<file path="config.mk">
export PLATFORM = sky130hd
export DESIGN_NAME = mult_seq_ctrl
export DESIGN_NICKNAME = d
export VERILOG_FILES = /design/src/rtl/mult_pkg.sv /design/src/rtl/mult_shift_add_dp.sv /design/src/rtl/mult_seq_ctrl.sv
export SDC_FILE = /design/constraint.sdc
export NUM_CORES = 2
export LEC_CHECK = 0
export CAP_MARGIN = 20
export CORE_MARGIN = 1
export CORE_UTILIZATION = 56
export DETAILED_ROUTE_END_ITERATION = 10
export HOLD_SLACK_MARGIN = 0.12
export PLACE_DENSITY_LB_ADDON = 0.2
export SLEW_MARGIN = 10
export SYNTH_ARGS = -nofsm -noshare
export SYNTH_HDL_FRONTEND = slang
export SYNTH_HIERARCHICAL = 1
export SYNTH_SLANG_ARGS = --single-unit
</file>
<file path="constraint.sdc">
create_clock -name clk -period 25.7 [get_ports clk]
set_clock_uncertainty 0.05 [all_clocks]
set_input_delay 5.14 -clock clk [delete_from_list [all_inputs] [get_ports clk]]
set_output_delay 5.14 -clock clk [all_outputs]
set_load 0.02 [all_outputs]
</file>
<file path="src/rtl/mult_pkg.sv">
// rtl/mult_pkg.sv - shared types, defaults and helpers for the iterative multiplier.
package mult_pkg;

  localparam int WIDTH_DEF = 64;
  localparam int CTR_W_DEF = 7;

  typedef enum logic [1:0] {
    ST_IDLE = 2'd0,
    ST_RUN  = 2'd1,
    ST_SIGN = 2'd2
  } state_e;

  // Most-negative input maps to 2^(W-1), which is still representable unsigned.
  function automatic logic [WIDTH_DEF-1:0] twos_mag(input logic [WIDTH_DEF-1:0] v);
    return v[WIDTH_DEF-1] ? (~v + 1'b1) : v;
  endfunction

endpackage

</file>
<file path="src/rtl/mult_shift_add_dp.sv">
// rtl/mult_shift_add_dp.sv - shift-add datapath: one multiplier bit per step.
module mult_shift_add_dp
  import mult_pkg::*;
#(
  parameter int WIDTH = WIDTH_DEF
) (
  input  logic               clk,
  input  logic               rst,
  input  logic               load,
  input  logic               step,
  input  logic [WIDTH-1:0]   ld_a,
  input  logic [WIDTH-1:0]   ld_b,
  output logic [2*WIDTH-1:0] acc
);

  logic [2*WIDTH-1:0] ma_q, ma_d;
  logic [WIDTH-1:0]   mb_q, mb_d;
  logic [2*WIDTH-1:0] acc_q, acc_d;

  always_comb begin
    ma_d  = ma_q;
    mb_d  = mb_q;
    acc_d = acc_q;
    if (load) begin
      ma_d  = {{WIDTH{1'b0}}, ld_a};
      mb_d  = ld_b;
      acc_d = '0;
    end else if (step) begin
      if (mb_q[0]) acc_d = acc_q + ma_q;
      ma_d = ma_q << 1;
      mb_d = mb_q >> 1;
    end
  end

  always_ff @(posedge clk or posedge rst) begin
    if (rst) begin
      ma_q  <= '0;
      mb_q  <= '0;
      acc_q <= '0;
    end else begin
      ma_q  <= ma_d;
      mb_q  <= mb_d;
      acc_q <= acc_d;
    end
  end

  assign acc = acc_q;

endmodule

</file>
<file path="src/rtl/mult_seq_ctrl.sv">
// rtl/mult_seq_ctrl.sv - DMULT/DMULTU sequencer: FSM, sign fix-up, HI/LO and read stall.
module mult_seq_ctrl
  import mult_pkg::*;
#(
  parameter int WIDTH = WIDTH_DEF,
  parameter int CTR_W = CTR_W_DEF
) (
  input  logic             clk,
  input  logic             rst,
  input  logic             start,
  input  logic             is_signed,
  input  logic [WIDTH-1:0] op_a,
  input  logic [WIDTH-1:0] op_b,
  input  logic             abort,
  input  logic             mthi_we,
  input  logic             mtlo_we,
  input  logic [WIDTH-1:0] mt_data,
  input  logic             rd_req,
  output logic             busy,
  output logic             done,
  output logic             stall,
  output logic [WIDTH-1:0] hi,
  output logic [WIDTH-1:0] lo
);

  state_e             state_q, state_d;
  logic [CTR_W-1:0]   ctr_q, ctr_d;
  logic               neg_q, neg_d;
  logic               busy_q, busy_d;
  logic               done_q, done_d;
  logic [WIDTH-1:0]   hi_q, hi_d;
  logic [WIDTH-1:0]   lo_q, lo_d;
  logic               load, step;
  logic [WIDTH-1:0]   ld_a, ld_b;
  logic [2*WIDTH-1:0] acc, res;
  logic [WIDTH_DEF-1:0] a_ext, b_ext;

  // Sign-extend into the helper's width so narrower instances keep correct magnitudes.
  assign a_ext = WIDTH_DEF'($signed(op_a));
  assign b_ext = WIDTH_DEF'($signed(op_b));
  assign ld_a  = is_signed ? WIDTH'(twos_mag(a_ext)) : op_a;
  assign ld_b  = is_signed ? WIDTH'(twos_mag(b_ext)) : op_b;

  always_comb begin
    state_d = state_q;
    ctr_d   = ctr_q;
    neg_d   = neg_q;
    busy_d  = busy_q;
    done_d  = 1'b0;
    hi_d    = hi_q;
    lo_d    = lo_q;
    load    = 1'b0;
    step    = 1'b0;
    res     = neg_q ? (~acc + 1'b1) : acc;

    // MT writes land even alongside an accepted start; the product overwrites later.
    if (state_q == ST_IDLE) begin
      if (mthi_we) hi_d = mt_data;
      if (mtlo_we) lo_d = mt_data;
    end

    case (state_q)
      ST_IDLE: begin
        if (start && !abort) begin
          load    = 1'b1;
          neg_d   = is_signed & (op_a[WIDTH-1] ^ op_b[WIDTH-1]);
          ctr_d   = '0;
          busy_d  = 1'b1;
          state_d = ST_RUN;
        end
      end
      ST_RUN: begin
        if (abort) begin
          busy_d  = 1'b0;
          state_d = ST_IDLE;
        end else begin
          step  = 1'b1;
          ctr_d = ctr_q + 1'b1;
          if (ctr_q == CTR_W'(WIDTH - 1)) state_d = ST_SIGN;
        end
      end
      ST_SIGN: begin
        busy_d  = 1'b0;
        state_d = ST_IDLE;
        if (!abort) begin
          {hi_d, lo_d} = res;
          done_d       = 1'b1;
        end
      end
      default: begin
        busy_d  = 1'b0;
        state_d = ST_IDLE;
      end
    endcase
  end

  always_ff @(posedge clk or posedge rst) begin
    if (rst) begin
      state_q <= ST_IDLE;
      ctr_q   <= '0;
      neg_q   <= 1'b0;
      busy_q  <= 1'b0;
      done_q  <= 1'b0;
      hi_q    <= '0;
      lo_q    <= '0;
    end else begin
      state_q <= state_d;
      ctr_q   <= ctr_d;
      neg_q   <= neg_d;
      busy_q  <= busy_d;
      done_q  <= done_d;
      hi_q    <= hi_d;
      lo_q    <= lo_d;
    end
  end

  mult_shift_add_dp #(.WIDTH(WIDTH)) u_dp (
    .clk  (clk),
    .rst  (rst),
    .load (load),
    .step (step),
    .ld_a (ld_a),
    .ld_b (ld_b),
    .acc  (acc)
  );

  assign busy  = busy_q;
  assign done  = done_q;
  assign stall = rd_req & busy_q;
  assign hi    = hi_q;
  assign lo    = lo_q;

endmodule

</file>
# Word-level counts from Yosys, hierarchy flattened
# Cells that the tools add are included.
[totals] output_inout_bits=131 ff_bits=460 in_bits=200 elab_cells=74
[classes] n_eq_ne=7 bitwise_logic=6 reduce_logical=11 add_sub_neg=5 muxes=35
[ops] op="64-bit 2-to-1 mux" n=14
[ops] op="128-bit 2-to-1 mux" n=6
[ops] op="128-bit by 1-bit adder with 128-bit output, second input constant" n=1
[ops] op="128-bit adder" n=1
[ops] op="64-bit by 1-bit adder with 64-bit output, second input constant" n=2
[ops] op="128-bit inverter" n=1
[ops] op="64-bit inverter" n=2
[ops] op="7-bit 2-to-1 mux" n=2
[ops] op="7-bit one-hot mux with 2 select lines" n=1
[ops] op="2-bit AND reduction" n=4
[ops] op="7-bit by 1-bit adder with 7-bit output, second input constant" n=1
[ops] op="7-bit by 6-bit == test with 1-bit output, second input constant" n=1
[ops] op="1-bit 2-to-1 mux" n=7
[ops] op="2-bit 2-to-1 mux" n=3
[ops] op="2-bit nonzero test" n=3
[ops] op="2-bit != test, second input constant" n=2
[ops] op="2-bit one-hot mux with 2 select lines" n=1
[ops] op="3-bit != test, second input constant" n=1
[ops] op="3-bit AND reduction" n=1
[ops] op="1-bit bitwise AND" n=2
[ops] op="2-bit by 1-bit == test with 1-bit output, second input constant" n=1
[ops] op="2-bit == test, second input constant" n=1
[ops] op="2-bit zero test" n=1
[ops] op="2-bit by 1-bit != test with 1-bit output, second input constant" n=1
[ops] op="4 further kinds" n=4

# Logic depth before layout (Yosys ltp)
[depth] word_depth=6 mapped_depth=15 ltp_nobuf=15

# Hierarchy
# The synthesis kept the hierarchy.
[modules_own_cells] module="mult_shift_add_dp" area_each_um2=21469.3 cells_per_inst=2556 instances=1 seq_area_each_um2=8007.7
[modules_own_cells] module="mult_seq_ctrl" area_each_um2=12348.1 cells_per_inst=1596 instances=1 seq_area_each_um2=3503.4

# Least setup slack after synthesis
# OpenSTA, ideal clock, no wires.
[synth_timing] path_kind="in2out" startpoint="in rd_req" endpoint="out stall" arrival_time_ns=5.356 path_slack_ns=15.154 required_time_ns=20.510 path_buffers=0 stages=1 cell_sequence="and2_1"
[synth_via] elab_chain_len=1
[synth_lines] element="start: declaration" line_no="mult_seq_ctrl.sv:18" rtl="input logic rd_req,"
[synth_lines] element="1-bit bitwise AND" line_no="mult_seq_ctrl.sv:129" rtl="assign stall = rd_req & busy_q;"
[synth_lines] element="end: declaration" line_no="mult_seq_ctrl.sv:21" rtl="output logic stall,"
# No other way between the ends.

# Final worst setup path
# Ends and elaborated chain as after synthesis.

==> results.md <==
* Vias in the first global route at between 20000 and 30000
* Final TNS setup at 0 ns
* Pint at approximately 1.7 mW
* Rows at 89
* FFs w/ async S/R, synth at 100.0%
* Grt total ovfl at 0
* Most frequent CP cell: clkdlybuf4s50_1
* R2R depth at 15
* CP required at 20.51 ns
* Root Buffer Master: clkbuf_16
* Die Y at 247.7 µm
* RR Startpoint: u_dp/acc[0]$_DFFE_PP0P_
* Slowest cell on crit path: clkdlybuf4s50_1
* Initial antenna violation count at 0
* Cell taking the most area after synthesis: dfrtp_1
* Worst-path cell chain: clkdlybuf4s50_1 -> and2_1 -> clkdlybuf4s50_1
* Layout cell share with drive strength beyond 1 at 4.211%
* Inst Count DP at 5026
* Syn Nets at 4484
* WHS Path Cells at 1
* CP Capture Type: output port
* Core region area at 59350 µm²
* Post-CTS Setup Repair Bufs at 0
* Final ANT Viol Nets at 0
* Ys Warns at 6
* Post-Route WL at 110800 µm
* HP Start: state_q[1]$_DFFE_PP0P_
* GPL Wtd Cong at 1.010
* CTS tree: done
* Max-slew headroom at 26.46%
* Via/cell ratio at around 6.3
* Vias at 32110
* Max VDD drop at 0.05306 mV
* Netlist cell types at 94
* Synth Register Bits at 460
* RSZ-0062 raised after global routing: no
* Cell Area, Synth at 33820 µm²
* Combinational Power Share at 38.8%
* Min cycle time layout at between 10 and 15 ns
* Clock sink count at 460
* Top Metal Used: met4
* Worst skew pair latency at slightly above 0.6 ns
* Full die area at 61380 µm²
* Cts hold-fix bufs at 0
* Reg2reg end: u_dp/acc[124]$_DFFE_PP0P_
* Drt pass-1 iters at 10
* Max-cap violation count at 0
* Setup CP Type: in2out
* First-pass GRT wire length at 170200 µm
* Cell Pwr Density at 74.34 nW/µm²
* Hold Path Sink: busy$_DFFE_PP0P_
* Synthesis-to-layout area growth at 15.58%
* Non-filler instance count after layout at 5120
* H-tree lvl count at 2
* Share of the synthesized area in the top cell type at 34.04%
* Clock network fraction of design power at 26.5%
* Switching portion of total power at 40.35%
* Nets at 4640
* Met1 Wirelength at between 40000 and 50000 µm
* Met3 wire length at roughly 10000 µm
* Starting Density at 56.98%
* Final Cycle Share at 44.70%
* Die width at roughly 250 µm
* DRC at 48
* Post-synth EDFFs at 0
* Max clock buf depth at 3
* Least-Margin Pin Slew at roughly 1.1 ns
* Syn Area/Cell at 8.145 µm²
* P_sw at between 1 and 1.5 mW
* Routed wire per std cell at between 20 and 25 µm
* Syn Inst Count at 4152
* Worst min path class: reg2reg
* R2R Setup Slk at around 21 ns
* CP max stage delay at ~0.59 ns
* Clock Pin Slew Worst Setup and Hold Paths at 0.06 ns
* Largest fanout on the critical path at 1
* CP arrival at 6.30 ns
* Synth Flop Type: dfrtp_1
* Leakage power at 16.52 nW
* Util after Layout at 65.85%
* Final setup viols at 0
* Failing checks: design-rule violations
* WL met2 at approximately 50000 µm
* Port-buffer cells at 330
* CTS buffer count at 52
* Cts repair resizes at 0
* Slew Limit Fails at 0
* IO Pins at 331
* Post-synthesis sequential area ratio at 34.04%
* Total GRT Usage at 35.50%
* Part of the power in registers at around a third
* Total chip power at 2.905 mW
* Count of final hold-check violations at 0
* Fmax at 87.05 MHz
* Detailed Place HPWL at between 80000 and 90000 µm
* Main area contributors after synthesis: dfrtp_1, nand2_1, mux2i_1, a21oi_1, xor2_1
* Starting DRC count in detailed routing at 3175
* Status: finished with violations
* Largest net degree at the start of global routing at 166
* Startpoint types: input port
-- critical path: cells and delay by family --
kind	cells	cell delay (ns)
simple gates	1	0.12
buf+inv	2	1.04
-- synth_stat cells (all sizes together), types with 41 or more instances --
master	count
ha	131
nor2	279
a21o	50
nor2b	52
a211oi	55
o31ai	65
mux2i	220
xnor2	160
nor4	42
o21ai	368
buf	41
inv	67
or3	51
nor3	75
clkbuf	211
xor2	194
nand4	70
a21oi	420
dfrtp	460
nand3	58
and3	73
nand2	664
-- state kept, by name, indices dropped and copies added (netlist names) --
| register | cells |
|---|---|
| busy | 1 |
| ctr_q | 7 |
| done | 1 |
| hi | 64 |
| lo | 64 |
| neg_q | 1 |
| state_q | 2 |
| u_dp/acc | 128 |
| u_dp/ma_q | 128 |
| u_dp/mb_q | 64 |
-- metal layers --
layer / track usage, % / vias up
li1: - / 15140
met1: 50.54 / 15300
met2: 53.99 / 1445
met3: 5.385 / 223
met4: 14.33 / 0
met5: 0 / -
-- stage by stage --
step	hold WS (ns)	setup WS, ns	cell area [µm²]
after detailed placement	0.4290	14.21	37350
after global placement	0.4141	14.21	37350
after floorplan	0.3865	11.65	33820
after global routing	0.4522	14.19	39080
final	0.4317	14.21	39090
after CTS	0.4341	14.21	39070
-- layout by cell type, fill, tap and decap left out, types with 7 or more instances in the layout --
master / n
ha_1: 131
o21a_1: 15
xnor2_1: 160
and2_1: 15
a21oi_1: 418
o21bai_1: 36
nor2b_1: 52
o41ai_1: 27
a21boi_0: 7
nor4_1: 38
or3_1: 50
nand3b_1: 10
buf_4: 22
or4_1: 28
nand2_1: 661
nand4_1: 70
clkbuf_1: 12
mux2i_1: 220
clkbuf_16: 53
and3_1: 73
nor3_1: 73
or2_2: 15
a31oi_1: 31
o21ai_0: 336
clkinv_2: 11
o21ai_1: 31
or4_4: 7
inv_1: 63
clkdlybuf4s50_1: 330
o31ai_1: 65
a211oi_1: 52
xor2_1: 194
dfrtp_1: 459
o211ai_1: 11
nand2b_1: 32
nand3_1: 56
a21o_1: 50
nor2_1: 275
-- area by class of cell --
cell class / count / area [µm²]
antenna: 1 / 2.502
clock inverter: 21 / 269.0
timing repair buffer: 354 / 3500
multi-input combinational: 3373 / 21100
clock buffer: 71 / 1454
fill: 5232 / 20270
tap: 773 / 967.2
sequential: 460 / 11510
inverter: 67 / 276.5
-- cell families (layout without fill, tap and decap cells) --
kind of cell,after synthesis,after routing,share of synthesized area (%)
DFF,460,460,34.04
muxes,220,220,6.512
other,0,1,0
adders and majority gates,132,132,4.906
xor gates and xnor gates,354,354,9.168
AOI/OAI and AO/OA,1162,1162,20.66
buffers and inverters,319,513,3.630
and+or+nand+nor,1505,1505,21.09
-- worst max path at each step --
stage | slack (ns) | startpoint | to
final | 14.21 | rd_req | stall
after global routing | 14.19 | rd_req | stall
after CTS | 14.21 | rd_req | stall
after detailed placement | 14.21 | rd_req | stall
after global placement | 14.21 | rd_req | stall
after floorplan | 11.65 | rst | u_dp/acc[0]$_DFFE_PP0P_
-- power by group through the flow --
stage	clock, mW	sequential (mW)	combinational [mW]
6_report	0.771	1.01	1.13
5_1_grt	0.806	1.02	1.23
2_1_floorplan	0	0.978	0.742
4_1_cts	0.779	0.999	1.11
3_3_place_gp	0	1.01	1.09
3_5_place_dp	0	1.01	1.10
Power figures use the tool's default switching activity.
